<file path="src/rtl/powerline_event_sequencer_pkg.sv">
// Shared definitions for the power-line event sequencer: FSM state encoding
// and default widths used by the top and its period-meter sub-module.
package powerline_event_sequencer_pkg;

    localparam int unsigned DEF_PERIOD_WIDTH  = 24;
    localparam int unsigned DEF_DELAY_WIDTH   = 24;
    localparam int unsigned DEF_DIVISOR_WIDTH = 8;
    localparam int unsigned DEF_OVERRUN_WIDTH = 8;

    typedef enum logic [0:0] {
        ST_IDLE  = 1'b0,
        ST_DELAY = 1'b1
    } pes_state_e;

endpackage

</file>
<file path="src/rtl/powerline_event_sequencer_period.sv">
// Period meter: detects the rising edge of the stretched line trigger and
// measures the number of clk ticks between consecutive rises. The running
// counter saturates, so an absent line reads back as all-ones.
module powerline_period_meter
    import powerline_event_sequencer_pkg::*;
#(
    parameter int unsigned PERIOD_WIDTH = DEF_PERIOD_WIDTH
) (
    input  logic                    clk,
    input  logic                    rst_n,
    input  logic                    trigger,
    output logic                    rise,
    output logic [PERIOD_WIDTH-1:0] periodTicks,
    output logic                    periodValid
);

    localparam logic [PERIOD_WIDTH-1:0] CNT_ONE  = {{(PERIOD_WIDTH-1){1'b0}}, 1'b1};
    localparam logic [PERIOD_WIDTH-1:0] CNT_ZERO = {PERIOD_WIDTH{1'b0}};
    localparam logic [PERIOD_WIDTH-1:0] CNT_MAX  = {PERIOD_WIDTH{1'b1}};

    logic                    trigger_d_r;
    logic [PERIOD_WIDTH-1:0] count_r;
    logic [PERIOD_WIDTH-1:0] ticks_r;
    logic                    valid_r;
    logic                    seen_first_r;
    logic                    rise_s;

    // One rise per stretched pulse: current level high, previous level low.
    always_comb begin
        rise_s = trigger & ~trigger_d_r;
    end

    // Delayed trigger copy for edge detection.
    always_ff @(posedge clk or negedge rst_n) begin
        if (!rst_n) begin
            trigger_d_r <= 1'b0;
        end else begin
            trigger_d_r <= trigger;
        end
    end

    // Free-running saturating tick counter, restarted at 1 on every rise.
    always_ff @(posedge clk or negedge rst_n) begin
        if (!rst_n) begin
            count_r <= CNT_ZERO;
        end else if (rise_s) begin
            count_r <= CNT_ONE;
        end else if (count_r != CNT_MAX) begin
            count_r <= count_r + CNT_ONE;
        end else begin
            count_r <= count_r;
        end
    end

    // Latch the measured period; valid once two rises bracket a full period.
    always_ff @(posedge clk or negedge rst_n) begin
        if (!rst_n) begin
            ticks_r      <= CNT_ZERO;
            valid_r      <= 1'b0;
            seen_first_r <= 1'b0;
        end else if (rise_s) begin
            ticks_r      <= count_r;
            valid_r      <= valid_r | seen_first_r;
            seen_first_r <= 1'b1;
        end else begin
            ticks_r      <= ticks_r;
            valid_r      <= valid_r;
            seen_first_r <= seen_first_r;
        end
    end

    assign rise        = rise_s;
    assign periodTicks = ticks_r;
    assign periodValid = valid_r;

endmodule

</file>
<file path="src/rtl/powerline_event_sequencer.sv">
// Power-line event sequencer: selects every Nth line trigger and emits a
// one-clock event strobe a programmable number of ticks later. Also reports
// the line period and counts triggers that arrive while a delay is pending.
module powerline_event_sequencer
    import powerline_event_sequencer_pkg::*;
#(
    parameter int unsigned PERIOD_WIDTH  = DEF_PERIOD_WIDTH,
    parameter int unsigned DELAY_WIDTH   = DEF_DELAY_WIDTH,
    parameter int unsigned DIVISOR_WIDTH = DEF_DIVISOR_WIDTH,
    parameter int unsigned OVERRUN_WIDTH = DEF_OVERRUN_WIDTH
) (
    input  logic                     clk,
    input  logic                     rst_n,
    input  logic                     trigger,
    input  logic                     powerlineTimeout,
    input  logic                     enable,
    input  logic [DELAY_WIDTH-1:0]   delayTicks,
    input  logic [DIVISOR_WIDTH-1:0] divisor,
    output logic                     eventStrobe,
    output logic                     eventFromFake,
    output logic [PERIOD_WIDTH-1:0]  periodTicks,
    output logic                     periodValid,
    output logic [OVERRUN_WIDTH-1:0] overrunCount
);

    localparam logic [DELAY_WIDTH-1:0]   DLY_ZERO = {DELAY_WIDTH{1'b0}};
    localparam logic [DELAY_WIDTH-1:0]   DLY_ONE  = {{(DELAY_WIDTH-1){1'b0}}, 1'b1};
    localparam logic [DIVISOR_WIDTH-1:0] DIV_ZERO = {DIVISOR_WIDTH{1'b0}};
    localparam logic [DIVISOR_WIDTH:0]   DIV_ONE  = {{DIVISOR_WIDTH{1'b0}}, 1'b1};
    localparam logic [OVERRUN_WIDTH-1:0] OVR_ZERO = {OVERRUN_WIDTH{1'b0}};
    localparam logic [OVERRUN_WIDTH-1:0] OVR_ONE  = {{(OVERRUN_WIDTH-1){1'b0}}, 1'b1};
    localparam logic [OVERRUN_WIDTH-1:0] OVR_MAX  = {OVERRUN_WIDTH{1'b1}};

    pes_state_e               state_r, state_s;
    logic [DELAY_WIDTH-1:0]   dly_r, dly_s;
    logic                     strobe_r, strobe_s;
    logic                     fake_r, fake_s;
    logic                     ovr_inc_s;
    logic [OVERRUN_WIDTH-1:0] ovr_r;
    logic [DIVISOR_WIDTH-1:0] div_cnt_r;
    logic [DIVISOR_WIDTH:0]   div_next_s;
    logic [DIVISOR_WIDTH:0]   div_eff_s;
    logic                     hit_s;
    logic                     rise_s;
    logic                     accepted_s;

    powerline_period_meter #(
        .PERIOD_WIDTH (PERIOD_WIDTH)
    ) u_period (
        .clk         (clk),
        .rst_n       (rst_n),
        .trigger     (trigger),
        .rise        (rise_s),
        .periodTicks (periodTicks),
        .periodValid (periodValid)
    );

    // Divider hit: a divisor of 0 behaves as 1; one bit of headroom avoids wrap.
    always_comb begin
        div_next_s = {1'b0, div_cnt_r} + DIV_ONE;
        if (divisor == DIV_ZERO) begin
            div_eff_s = DIV_ONE;
        end else begin
            div_eff_s = {1'b0, divisor};
        end
        hit_s      = (div_next_s >= div_eff_s);
        accepted_s = rise_s & hit_s & enable;
    end

    // Divider counts every rise regardless of enable or FSM state.
    always_ff @(posedge clk or negedge rst_n) begin
        if (!rst_n) begin
            div_cnt_r <= DIV_ZERO;
        end else if (rise_s && hit_s) begin
            div_cnt_r <= DIV_ZERO;
        end else if (rise_s) begin
            div_cnt_r <= div_next_s[DIVISOR_WIDTH-1:0];
        end else begin
            div_cnt_r <= div_cnt_r;
        end
    end

    // Next-state and output decode of the delay FSM.
    always_comb begin
        state_s   = state_r;
        dly_s     = dly_r;
        strobe_s  = 1'b0;
        fake_s    = fake_r;
        ovr_inc_s = 1'b0;
        case (state_r)
            ST_IDLE: begin
                if (accepted_s) begin
                    dly_s   = delayTicks;
                    fake_s  = powerlineTimeout;
                    state_s = ST_DELAY;
                end else begin
                    state_s = ST_IDLE;
                end
            end
            ST_DELAY: begin
                if (!enable) begin
                    // Abort without a strobe; the captured source flag is kept.
                    state_s = ST_IDLE;
                end else if (dly_r == DLY_ZERO) begin
                    strobe_s = 1'b1;
                    if (accepted_s) begin
                        // Back-to-back: fire and immediately re-arm.
                        dly_s   = delayTicks;
                        fake_s  = powerlineTimeout;
                        state_s = ST_DELAY;
                    end else begin
                        state_s = ST_IDLE;
                    end
                end else begin
                    dly_s     = dly_r - DLY_ONE;
                    ovr_inc_s = accepted_s;
                end
            end
            default: begin
                state_s = ST_IDLE;
                dly_s   = DLY_ZERO;
            end
        endcase
    end

    // FSM state, delay counter and registered event outputs.
    always_ff @(posedge clk or negedge rst_n) begin
        if (!rst_n) begin
            state_r  <= ST_IDLE;
            dly_r    <= DLY_ZERO;
            strobe_r <= 1'b0;
            fake_r   <= 1'b0;
        end else begin
            state_r  <= state_s;
            dly_r    <= dly_s;
            strobe_r <= strobe_s;
            fake_r   <= fake_s;
        end
    end

    // Saturating count of selected triggers lost to a pending delay.
    always_ff @(posedge clk or negedge rst_n) begin
        if (!rst_n) begin
            ovr_r <= OVR_ZERO;
        end else if (ovr_inc_s && (ovr_r != OVR_MAX)) begin
            ovr_r <= ovr_r + OVR_ONE;
        end else begin
            ovr_r <= ovr_r;
        end
    end

    assign eventStrobe   = strobe_r;
    assign eventFromFake = fake_r;
    assign overrunCount  = ovr_r;

endmodule

</file>
<file path="config.mk">
export PLATFORM = sky130hd
export DESIGN_NAME = powerline_event_sequencer
export DESIGN_NICKNAME = d
export VERILOG_FILES = /design/src/rtl/powerline_event_sequencer_pkg.sv /design/src/rtl/powerline_event_sequencer_period.sv /design/src/rtl/powerline_event_sequencer.sv
export SDC_FILE = /design/constraint.sdc
export NUM_CORES = 1
export LEC_CHECK = 0
export BUFFER_PORTS_ARGS = -buffer_cell sky130_fd_sc_hd__buf_2
export CAP_MARGIN = 30
export CORE_UTILIZATION = 45
export CTS_CLUSTER_DIAMETER = 150
export DETAILED_ROUTE_END_ITERATION = 6
export GPL_TIMING_DRIVEN = 0
export HOLD_SLACK_MARGIN = 0.06
export PLACE_DENSITY = 0.65
export SYNTH_ARGS = -nofsm -noshare
export SYNTH_HDL_FRONTEND = slang
export SYNTH_SLANG_ARGS = --single-unit
</file>
<file path="constraint.sdc">
create_clock -name clk -period 7.65 [get_ports clk]
set_input_delay 0.765 -clock clk [delete_from_list [all_inputs] [get_ports clk]]
set_output_delay 0.765 -clock clk [all_outputs]
set_load 0.03 [all_outputs]
</file>
# Yosys cells after proc, flatten, opt, wreduce, memory -nomap -nowiden
# Index checks and enable logic that the tools add are counted.
# word_totals
inputBits	37
ff_bits	94
elab_cells	56
output_inout_bits	35
# op_classes
bitwise_logic	6
addsub	4
n_eq_ne	4
magnitude_cmp	1
mux	23
reduce_logical	7
# op_table
operator	count
$mux 24	5
$pmux 24 s2	1
$add 24x1->24 const B	1
$logic_not 24->1	1
$mux 8	3
$ne 24x24->1 const B	1
$sub 24x1->24 const B	1
$mux 1	12
$add 8x1->9 const B	1
$ge 9x9->1	1
$add 8x1->8 const B	1
$logic_not 8->1	1
$ne 8x8->1 const B	1
$pmux 1 s2	2
$reduce_bool 2->1	2
$and 1x1->1	3
$logic_and 1x1->1	2
$ne 2x1->1 const B	1
$ne 2x2->1 const B	1
$not 1->1	2
$reduce_and 2->1	1
$or 1x1->1	1

# Longest topological paths before layout
# Gate-level depths: netlist of the first run.
# logic_depth
word_depth	9
depth_mapped	13
depth_no_buf	12

# Hierarchy
# Synthesis of the first run repeated with hierarchy kept, for this count alone.
# hier_totals
hier_cells	581
hier_area_um2	5296.3
# by_module_without_submodules
mod	area_per_inst_um2	instances	seq_area_each_um2	cells_each
powerline_event_sequencer	2930.3	1	1076.0	324
powerline_period_meter	2366.0	1	1276.2	257

# Least setup slack after synthesis of the first run
# Ideal clock, no wire load.
# synth_path
kind	flip-flop to flip-flop
from	register div_cnt_r[0]
to	register dly_r[10]
n_path_buf	1
path_slack_ns	4.467
setup_ns	0.123
path_stages_with_launch	13
t_required_ns	7.527
arrival_time_ns	3.060
synth_period_minus_slack_ns	3.183
cell_sequence	dfrtp_1 -> ha_1 -> and3_1 -> and3_1 -> xor2_1 -> ha_1 -> and3_1 -> a221oi_1 -> o211ai_1 -> a31oi_2 -> inv_2 -> buf_2 -> o221a_1
# synth_between
elab_chain_cells	8
# synth_rtl
element	line_no	source
start, declared	powerline_event_sequencer.sv:40	logic [DIVISOR_WIDTH-1:0] div_cnt_r;
start signal, assigned	powerline_event_sequencer.sv:77	div_cnt_r <= div_next_s[DIVISOR_WIDTH-1:0];
start signal, assigned	powerline_event_sequencer.sv:79	div_cnt_r <= div_cnt_r;
$add 8x1->9 (*)	powerline_event_sequencer.sv:60	div_next_s = {1'b0, div_cnt_r} + DIV_ONE;
$ge 9x9->1 (*)	powerline_event_sequencer.sv:66	hit_s = (div_next_s >= div_eff_s);
$and 1x1->1 (*) (2 in a row)	powerline_event_sequencer.sv:67	accepted_s = rise_s & hit_s & enable;
$mux 24 (*)	--	
$mux 24 (2 in a row)	--	
$pmux 24 s2 (*)	--	
end signal, assigned	powerline_event_sequencer.sv:135	dly_r <= dly_s;
end, declared	powerline_event_sequencer.sv:35	logic [DELAY_WIDTH-1:0] dly_r, dly_s;
# Every way passes the cells marked *; elsewhere a longest branch is shown, timed or not. The select of a mux whose other input is x is not followed.
# A chain may end at the register's enable or synchronous reset.

# Worst setup path in the final report of the first run
# layout_path
from	register div_cnt_r[0]
to	register dly_r[5]
# The elaborated chain is that of the path after synthesis.

==> results of run 1 <==
-- metrics by stage --
stage	hold slack (ns)	instances	total power, mW	instance area (um^2)
6_report	0.2886	764	1.312	5654
5_1_grt	0.2897	764	1.392	5654
4_1_cts	0.2843	764	1.322	5654
3_5_place_dp	0.4532	748	0.9703	5446
3_3_place_gp	0.4510	747	0.9531	5416
2_1_floorplan	0.4354	541	0.8723	4896
-- cell families (layout without fill, tap and decap cells) --
logic type,Yosys count,after routing,share of synthesized area
AND/OR/NAND/NOR,260,260,0.2484
AO/OA/AOI/OAI,101,101,0.1375
flip-flops,94,94,0.4805
buffers and inverters,38,125,0.03552
adder cells (fa/ha/maj),13,13,0.03322
multiplexers,6,6,0.01303
XOR/XNOR,29,29,0.05188
-- how the worst max path moves through the flow --
| stage | depth (start not counted) | slack, ns | startpoint | end |
|---|---|---|---|---|
| floorplan | 12 | 4.47 | div_cnt_r[0] | dly_r[10] |
| global placement | 12 | 3.92 | div_cnt_r[0] | dly_r[21] |
| detailed placement | 12 | 3.89 | div_cnt_r[0] | dly_r[15] |
| CTS | 12 | 3.86 | div_cnt_r[0] | dly_r[15] |
| global route | 13 | 3.55 | div_cnt_r[0] | dly_r[5] |
| finish | 13 | 3.86 | div_cnt_r[0] | dly_r[5] |
-- power groups by stage --
stage | Sequential, mW | Clock (mW) | Combinational (mW)
floorplan | 0.678 | 0 | 0.194
global placement | 0.678 | 0 | 0.275
detailed placement | 0.684 | 0 | 0.286
CTS | 0.675 | 0.360 | 0.288
global route | 0.692 | 0.378 | 0.322
finish | 0.677 | 0.349 | 0.286
-- synth_stat cells, types with 3 or more instances --
cell      number  area [um^2]
nand2_1      108        405.4
nor4_1        10        62.56
inv_1         16        60.06
buf_2          4        20.02
a31oi_1        3        18.77
o221a_1        6        67.56
xnor2_1        8        70.07
nand2b_1       4        25.02
o21ai_0       28        140.1
clkbuf_1      10        37.54
dfrtp_1       94         2352
a21oi_1       23        115.1
mux2i_1        3        30.03
nor2_1        46        172.7
buf_6          3        33.78
and3_1         8        50.05
nor2b_1        4        25.02
or3_1         11        68.82
ha_1          13        162.7
nand4_1       11        68.82
nand3_1       29        145.1
o22ai_1        5        31.28
nor3_1        14        70.07
and4_1         4        35.03
buf_1          3        11.26
xor2_1        21        183.9
and2_1         4        25.02
a21o_1         7        52.55
o21ai_1        4        20.02
a211oi_1       3        22.52
-- cell type report --
| type | instances | share of cell area |
|---|---|---|
| Timing Repair Buffer | 71 | 0.06727 |
| Multi-Input combinational cell | 409 | 0.4191 |
| Sequential cell | 94 | 0.4160 |
| Buffer | 21 | 0.01947 |
| Tap cell | 136 | 0.03010 |
| Clock buffer | 11 | 0.02501 |
| Inverter | 17 | 0.01129 |
| Clock inverter | 5 | 0.01173 |
-- registers in the layout, summed over array words and instances, names as in the netlist --
register / flops
eventStrobe: 1
u_period.periodValid: 1
state_r: 1
eventFromFake: 1
dly_r: 24
u_period.periodTicks: 24
overrunCount: 8
div_cnt_r: 8
u_period.trigger_d_r: 1
u_period.seen_first_r: 1
u_period.count_r: 24
-- layer usage --
metal / vias up / share of wire / wire length (um)
li1: 2073 / - / -
met1: 2054 / 0.44 / 5050
met2: 117 / 0.49 / 5611
met3: 21 / 0.051 / 588
met4: 2 / 0.020 / 226
met5: - / 0.00096 / 11
-- critical path, cell delays in order, from the launching register on --
cell and delay, ns:
dfrtp_1 0.45, ha_1 0.28, and3_1 0.23, and3_1 0.22
xor2_1 0.15, ha_1 0.30, and3_1 0.18, o2111ai_1 0.15
o211ai_1 0.62, a31oi_2 0.30, inv_2 0.22, buf_2 0.30
o21ai_0 0.13, a21oi_1 0.17
==> metrics.txt, run 1 <==
status=completed; die area=11,300 um^2; Setup Buffers After CTS=0; die extent in x=106.3 um; DRT iter0 DRCs=199; area growth from synthesis to layout=15.49%; Sink Count=94; Int Pwr=0.8690 mW; Tmin final=3.787 ns; #FFs+latches synth=94; register area share after synthesis=0.4804; sw frac=0.3376; row cnt=37; filler instances=964; EDFF count, synth=0; initial antenna violation count=1; final WL=11,490 um; Logic pwr share=0.218; Reg2Reg Depth=13; Slew @ Worst Pin=0.7997 ns; CP Data Arrival Time=4.08 ns; Yosys cell types=57; drt wl/cell=15.04 um; Seq. cell area=2352 um^2; startpoint types=flop; Max Clk Rate=264.1 MHz; Max clock buf depth=2; Post-CTS Resized=0; WP data required=7.95 ns; HPWL Detailed=8242 um; # setup viols final=0; diode count=0; commonest cells after routing, fill and taps aside=nand2_1, dfrtp_1, buf_2; maxcap violations=0; worst setup margin=3.863 ns; Mapped Avg Cell Area=9.050 um^2; worst slack, placed=3.888 ns; total CTS buffers=9; R2R Path Start=div_cnt_r[0]; clock power share=0.266; starting density of the core=0.4700; Netlist Area Pre-Place=4896 um^2; CP Class=reg2reg; most used routing layer=met2; cell count after synthesis=541; CP Capture Type=flop; commonest non-fill, non-tap cell in the layout=nand2_1; Skew-Pair Late Insertion Delay=0.37 ns; Placer Congestion=0.8557; GR Layer Usage met1=0.2770; slew margin rel.=0.4620; Net Switching=0.4429 mW; Clk pin slew, worst setup/hold paths=0.10 ns; CTS tree=built; Worst VDD drop=0.1477 mV; vias in the first global route=4,166; R2R setup slack=3.86 ns; CTS H-tree depth=3; Crit Path Max Fanout=10; # hold bufs at CTS=0; Port Buffers=70; Final Hold Viols=0; GR Layer Usage met2=0.3571; layout cells sized above 1=0.1640; Via density=5.585; Hold Crit Class=in2async; Pre-Repair DR Iteration Count=4; P per Cell Area=232.0 nW/um^2; period utilization=0.4950; syn nets=591; fin. max-slew vios=0; first-pass GRT wire length=19,490 um; gr usage total=0.2184; static leakage=2.755 nW; M3 GR Usage=0.04782; setup_tns=0 ns; gr ovfl total=0; detailed-route via count=4,267; fin util=0.5428; Layout Skew=0.01193 ns; top_reg_cell synth=dfrtp_1; multi-input logic area=2370 um^2; pin count of the biggest net entering global routing=73; Die Ht=106.3 um; r2r endpoint=dly_r[5]; Seq pwr share=0.516; RSZ-0062 raised after global routing=no; core box area=10,420 um^2; ys async rst share=1.000; # DRC=0; Final ANT Viol Nets=0; clk root buf=clkbuf_8; I/O pin total=72; Final #Nets=673; Synth warnings=0
(Power assumes the default switching activity.)
==> run 2, diff against run 1 <==
==> constraint.sdc (replaced) <==
create_clock -name clk -period 3.65 [get_ports clk]
set_input_delay 0.365 -clock clk [delete_from_list [all_inputs] [get_ports clk]]
set_output_delay 0.365 -clock clk [all_outputs]
set_load 0.03 [all_outputs]
==> run 2 against run 1 <==
Clock skew grew 0.0036 ns; non-clock buffer count grew 5; power rose by 110%; worst setup slack worse by 3.7 ns; die area unchanged; wire length is 0.37% higher.
==> metrics.txt, run 2 (same netlist as run 1, synthesis figures left out) <==
Hold Crit Class=in2reg; area growth from synthesis to layout=16.61%; layout cells sized above 1=0.1722 (+0.008183); vias in the first global route=4,153 (-0.31%); # DRC=0 (unchanged); fin. max-slew vios=0 (unchanged); R2R Path Start=div_cnt_r[0]; Worst VDD drop=0.3091 mV (+110%); Clk pin slew, worst setup/hold paths=0.10 ns (about the same); Pre-Repair DR Iteration Count=5 (+1); detailed-route via count=4,256 (-0.26%); pin count of the biggest net entering global routing=73 (unchanged); Tmin final=3.453 ns (-0.3333 ns); clk root buf=clkbuf_8; commonest non-fill, non-tap cell in the layout=nand2_1; startpoint types=flop; status=completed; CTS H-tree depth=3 (unchanged); slew margin rel.=0.4618 (about the same); Worst Hold Launch=trigger; diode count=0 (unchanged); Final #Nets=678 (+0.74%); maxcap violations=0 (unchanged); Final Hold Viols=0 (unchanged); setup_tns=0 ns (unchanged); CP Class=reg2reg; gr ovfl total=0 (unchanged); commonest cells after routing, fill and taps aside=nand2_1, dfrtp_1, buf_2; total CTS buffers=9 (unchanged); DRT iter0 DRCs=196 (-1.5%); Port Buffers=70 (unchanged); Tot Pwr=2.754 mW (+110%); worst slack, placed=-0.1119 ns (-4.000 ns); Crit Path Max Fanout=10 (unchanged); die area=11,300 um^2 (unchanged); core box area=10,420 um^2 (unchanged); Layout Skew=0.01554 ns (+0.003608 ns); initial antenna violation count=1 (unchanged); Max Clk Rate=289.6 MHz (+9.7%); multi-input logic area=2384 um^2 (+0.58%); fin util=0.5481 (+0.005285); period utilization=0.9461 (+0.4511); # setup viols final=0 (unchanged); Slew @ Worst Pin=0.7999 ns (+0.0002736 ns); Sink Count=94 (unchanged); HPWL Detailed=8242 um (unchanged); first-pass GRT wire length=19,520 um (+0.18%); Placer Congestion=0.8557 (unchanged); Seq. cell area=2354 um^2 (about the same); CP Capture Type=flop; Via density=5.534 (-0.91%); P per Cell Area=482.3 nW/um^2 (+110%); starting density of the core=0.4700 (unchanged); row cnt=37 (unchanged); Die Ht=106.3 um (unchanged); I/O pin total=72 (unchanged); CTS tree=built; Max clock buf depth=2 (unchanged); gr usage total=0.2191 (+0.0006654); final WL=11,530 um (+0.37%); crit path launch=div_cnt_r[0]; WP data required=3.91 ns (-4.04 ns); static leakage=2.778 nW (+0.80%); drt wl/cell=14.99 um (-0.29%); Skew-Pair Late Insertion Delay=0.38 ns (about the same); worst setup margin=0.1967 ns (-3.667 ns); filler instances=958 (-0.62%); CP Data Arrival Time=3.71 ns (-0.37 ns); Final ANT Viol Nets=0 (unchanged); die extent in x=106.3 um (unchanged)
[run 2: cell type report]
type                            count  share of cell area
Timing Repair Buffer               76             0.07364
Clock inverter                      5             0.01162
Multi-Input combinational cell    409              0.4175
Clock buffer                       11             0.02476
Buffer                             21             0.01929
Sequential cell                    94              0.4122
Tap cell                          136             0.02980
Inverter                           17             0.01118
[run 2: path summary, 6_finish.rpt]
check | endpoint | slack [ns] | depth (start not counted)
max in group asynchronous | div_cnt_r[0] | 2.58 | 3
min in group asynchronous | overrunCount[3] | 0.44 | 2
hold reg to reg | u_period.periodTicks[6] | 0.48 | 2
hold / removal | u_period.trigger_d_r | 0.12 | 1
setup / recovery | dly_r[15] | 0.20 | 12
setup reg to reg | dly_r[15] | 0.20 | 12
[run 2: timing repair]
action                                  in CTS  in global routing
endpoints found under the setup margin       9                 12
resized for setup                            0                  3
buffers inserted                             1                  3
hold endpoints to repair                    22                  0
hold buffers                                 1                  0
pin swaps                                    2                  3
[run 2: layer usage]
metal | share of wire | vias up | GRT usage
met3 | 0.055 | 23 | 0.04721
li1 | - | 2076 | -
met2 | 0.49 | 114 | 0.3590
met5 | 0.00095 | - | 0
met1 | 0.43 | 2041 | 0.2778
met4 | 0.021 | 2 | 0.09722
[run 2: critical path, stage by stage (launching register included)]
cell and delay [ns]:
dfrtp_2 0.45, ha_1 0.26, and3_1 0.23, and3_1 0.22
xor2_1 0.15, ha_1 0.31, and3_1 0.20, a221oi_1 0.34
o211ai_1 0.28, a31oi_4 0.27, inv_2 0.12, buf_2 0.23
o221a_1 0.27
[run 2: per-stage QoR]
stage | instances | hold slack [ns] | instance area [um^2]
after floorplan | 541 | 0.06941 | 4896
after global placement | 747 | 0.4510 | 5416
after detailed placement | 748 | 0.2935 | 5446
after CTS | 766 | 0.1036 | 5672
after global routing | 769 | 0.1041 | 5709
final | 769 | 0.1165 | 5709
[run 2: power by group]
part           internal, mW  switching, mW  leakage, nW
registers              1.21          0.204         1.23
clock network         0.344          0.386        0.102
logic                 0.269          0.337         1.44
total                  1.83          0.927         2.78
==> run 3, diff against run 2 <==
--- a/config.mk
+++ b/config.mk
@@ -12,7 +12,7 @@
 export DETAILED_ROUTE_END_ITERATION = 6
 export GPL_TIMING_DRIVEN = 0
 export HOLD_SLACK_MARGIN = 0.06
-export PLACE_DENSITY = 0.65
+export PLACE_DENSITY = 0.68
 export SYNTH_ARGS = -nofsm -noshare
 export SYNTH_HDL_FRONTEND = slang
 export SYNTH_SLANG_ARGS = --single-unit
==> run 3 against run 2 <==
Die area unchanged; non-clock buffer count fell by 1; wire length fell by 1.6%; clock skew grew 0.0024 ns; critical endpoint is now overrunCount[5]; largest power group unchanged.
==> metrics.txt, run 3 (same netlist as run 1, synthesis figures left out) <==
slew margin rel.=0.4590 (-0.002796); Final #Nets=677 (-0.15%); CTS H-tree depth=3 (unchanged); diode count=0 (unchanged); Via density=5.517 (-0.32%); layout cells sized above 1=0.1725 (+0.0002725); Final ANT Viol Nets=0 (unchanged); slowest CP cell=or4_1; Worst VDD drop=0.2518 mV (-19%); I/O pin total=72 (unchanged); R2R Path Start=div_cnt_r[0]; Sink Count=94 (unchanged); gr usage total=0.2098 (-0.009211); CP Data Arrival Time=3.75 ns (+0.04 ns); # DRC=0 (unchanged); R2R setup slack=0.19 ns (about the same); Slew @ Worst Pin=0.8041 ns (+0.004155 ns); Layout Skew=0.01794 ns (+0.002401 ns); commonest non-fill, non-tap cell in the layout=nand2_1; CP Capture Type=flop; Final Non-Filler Cells=768 (-0.13%); GR Layer Usage met1=0.2693 (-0.008477); most used routing layer=met2; static leakage=2.767 nW (-0.37%); GR Layer Usage met2=0.3534 (-0.005566); RSZ-0062 raised after global routing=no; HPWL Detailed=8116 um (-1.5%); starting density of the core=0.4700 (unchanged); P per Cell Area=472.8 nW/um^2 (-2.0%); total CTS buffers=9 (unchanged); Skew-Pair Late Insertion Delay=0.37 ns (about the same); fin. max-slew vios=0 (unchanged); Crit Path Max Fanout=8 (-2); clk root buf=clkbuf_8; M3 GR Usage=0.02943 (-0.01778); filler instances=958 (unchanged); cell area after layout=5688 um^2 (-0.37%); Tmin final=3.458 ns (+0.004554 ns); pin count of the biggest net entering global routing=72 (-1.4%); die extent in x=106.3 um (unchanged); gr ovfl total=0 (unchanged); Die Ht=106.3 um (unchanged); Max clock buf depth=2 (unchanged); maxcap violations=0 (unchanged); Clk pin slew, worst setup/hold paths=0.11 ns (about the same); CTS tree=built; Worst Hold Launch=trigger; critical path cell sequence=ha_1 -> and3_1 -> and3_1 -> xor2_1 -> ha_1 -> and3_1 -> o2111ai_1 -> o211a_1 -> or4_1 -> buf_2 -> nor3_1 -> xor2_1; die area=11,300 um^2 (unchanged); status=completed; startpoint types=flop; period utilization=0.9473 (+0.001248); Placer Congestion=0.8893 (+3.9%); detailed-route via count=4,237 (-0.45%); hold path endpoint=u_period.trigger_d_r; DRT iter0 DRCs=220 (+12%); commonest cells after routing, fill and taps aside=nand2_1, dfrtp_1, buf_2; # setup viols final=0 (unchanged); final WL=11,350 um (-1.6%); initial antenna violation count=0 (-1); area growth from synthesis to layout=16.18%; vias in the first global route=4,106 (-1.1%); Hold Crit Class=in2reg; post-placement cell count=748 (unchanged); r2r endpoint=overrunCount[5]; first-pass GRT wire length=18,960 um (-2.9%); Tot Pwr=2.689 mW (-2.3%); CP Class=reg2reg; row cnt=37 (unchanged); core box area=10,420 um^2 (unchanged); max incr delay on CP=0.52 ns (+0.07 ns); Port Buffers=70 (unchanged); Reg2Reg Depth=12 (unchanged); drt wl/cell=14.77 um (-1.5%); Placed Instance Area=5446 um^2 (unchanged); WP data required=3.94 ns (+0.03 ns); Max Clk Rate=289.2 MHz (-0.13%); Final Hold Viols=0 (unchanged); Worst Hold Depth=1 (unchanged); Pre-Repair DR Iteration Count=5 (unchanged); CP most frequent cell=and3_1
[run 3: repair_timing]
action | in CTS | in global routing
buffers inserted | 1 | 2
gates cloned | 0 | 0
hold endpoints to repair | 23 | 0
endpoints found under the setup margin | 9 | 8
pin swaps | 1 | 2
hold buffers | 1 | 0
gates resized for setup | 1 | 2
[run 3: worst max-delay path by stage]
stage	start	end	slack (ns)	cells after the start
final	div_cnt_r[0]	overrunCount[5]	0.19	12
after global placement	div_cnt_r[0]	dly_r[21]	-0.05	12
after global routing	div_cnt_r[0]	overrunCount[5]	0.01	12
after floorplan	div_cnt_r[0]	dly_r[10]	0.47	12
after CTS	div_cnt_r[0]	dly_r[15]	0.13	12
after detailed placement	div_cnt_r[0]	dly_r[21]	-0.11	12
[run 3: area by class of cell]
cell class,count,area [um^2],area share
clock inverters,7,66.31,0.01166
inverters,17,63.81,0.01122
repair buffers,75,412.9,0.07259
clock buffers,9,123.9,0.02178
well taps,136,170.2,0.02992
plain buffers,21,110.1,0.01936
flip-flops and latches,94,2352,0.4136
multi-input cells,409,2389,0.4199
[run 3: per-stage QoR]
| stage | util | hold slack, ns | TNS (ns) | setup WS (ns) |
|---|---|---|---|---|
| 6_report | 0.5461 | 0.1418 | 0 | 0.1922 |
| 5_1_grt | 0.5461 | 0.1374 | 0 | 0.01385 |
| 4_1_cts | 0.5437 | 0.1411 | 0 | 0.1334 |
| 3_5_place_dp | 0.5229 | 0.3039 | -0.6786 | -0.1111 |
| 3_3_place_gp | 0.5200 | 0.4505 | -0.2565 | -0.05466 |
| 2_1_floorplan | - | 0.06941 | 0 | 0.4669 |
[run 3: power breakdown]
part	internal (mW)	total, mW	switching [mW]
sequential	1.21	1.41	0.201
clock	0.263	0.675	0.412
combinational	0.266	0.600	0.334
total	1.74	2.69	0.947
[run 3: critical path, delay by kind of cell (launching register included)]
family,cells,cell delay [ns]
fa+ha+maj,2,0.57
xor+xnor,2,0.32
compound gates,2,0.48
flops,1,0.45
buf+inv,1,0.19
simple gates,5,1.37
[run 3: metal layers]
metal,up-vias,routed length (um)
met5,-,0
met1,2038,5021
met2,108,5616
met4,0,212
met3,18,497
li1,2073,-
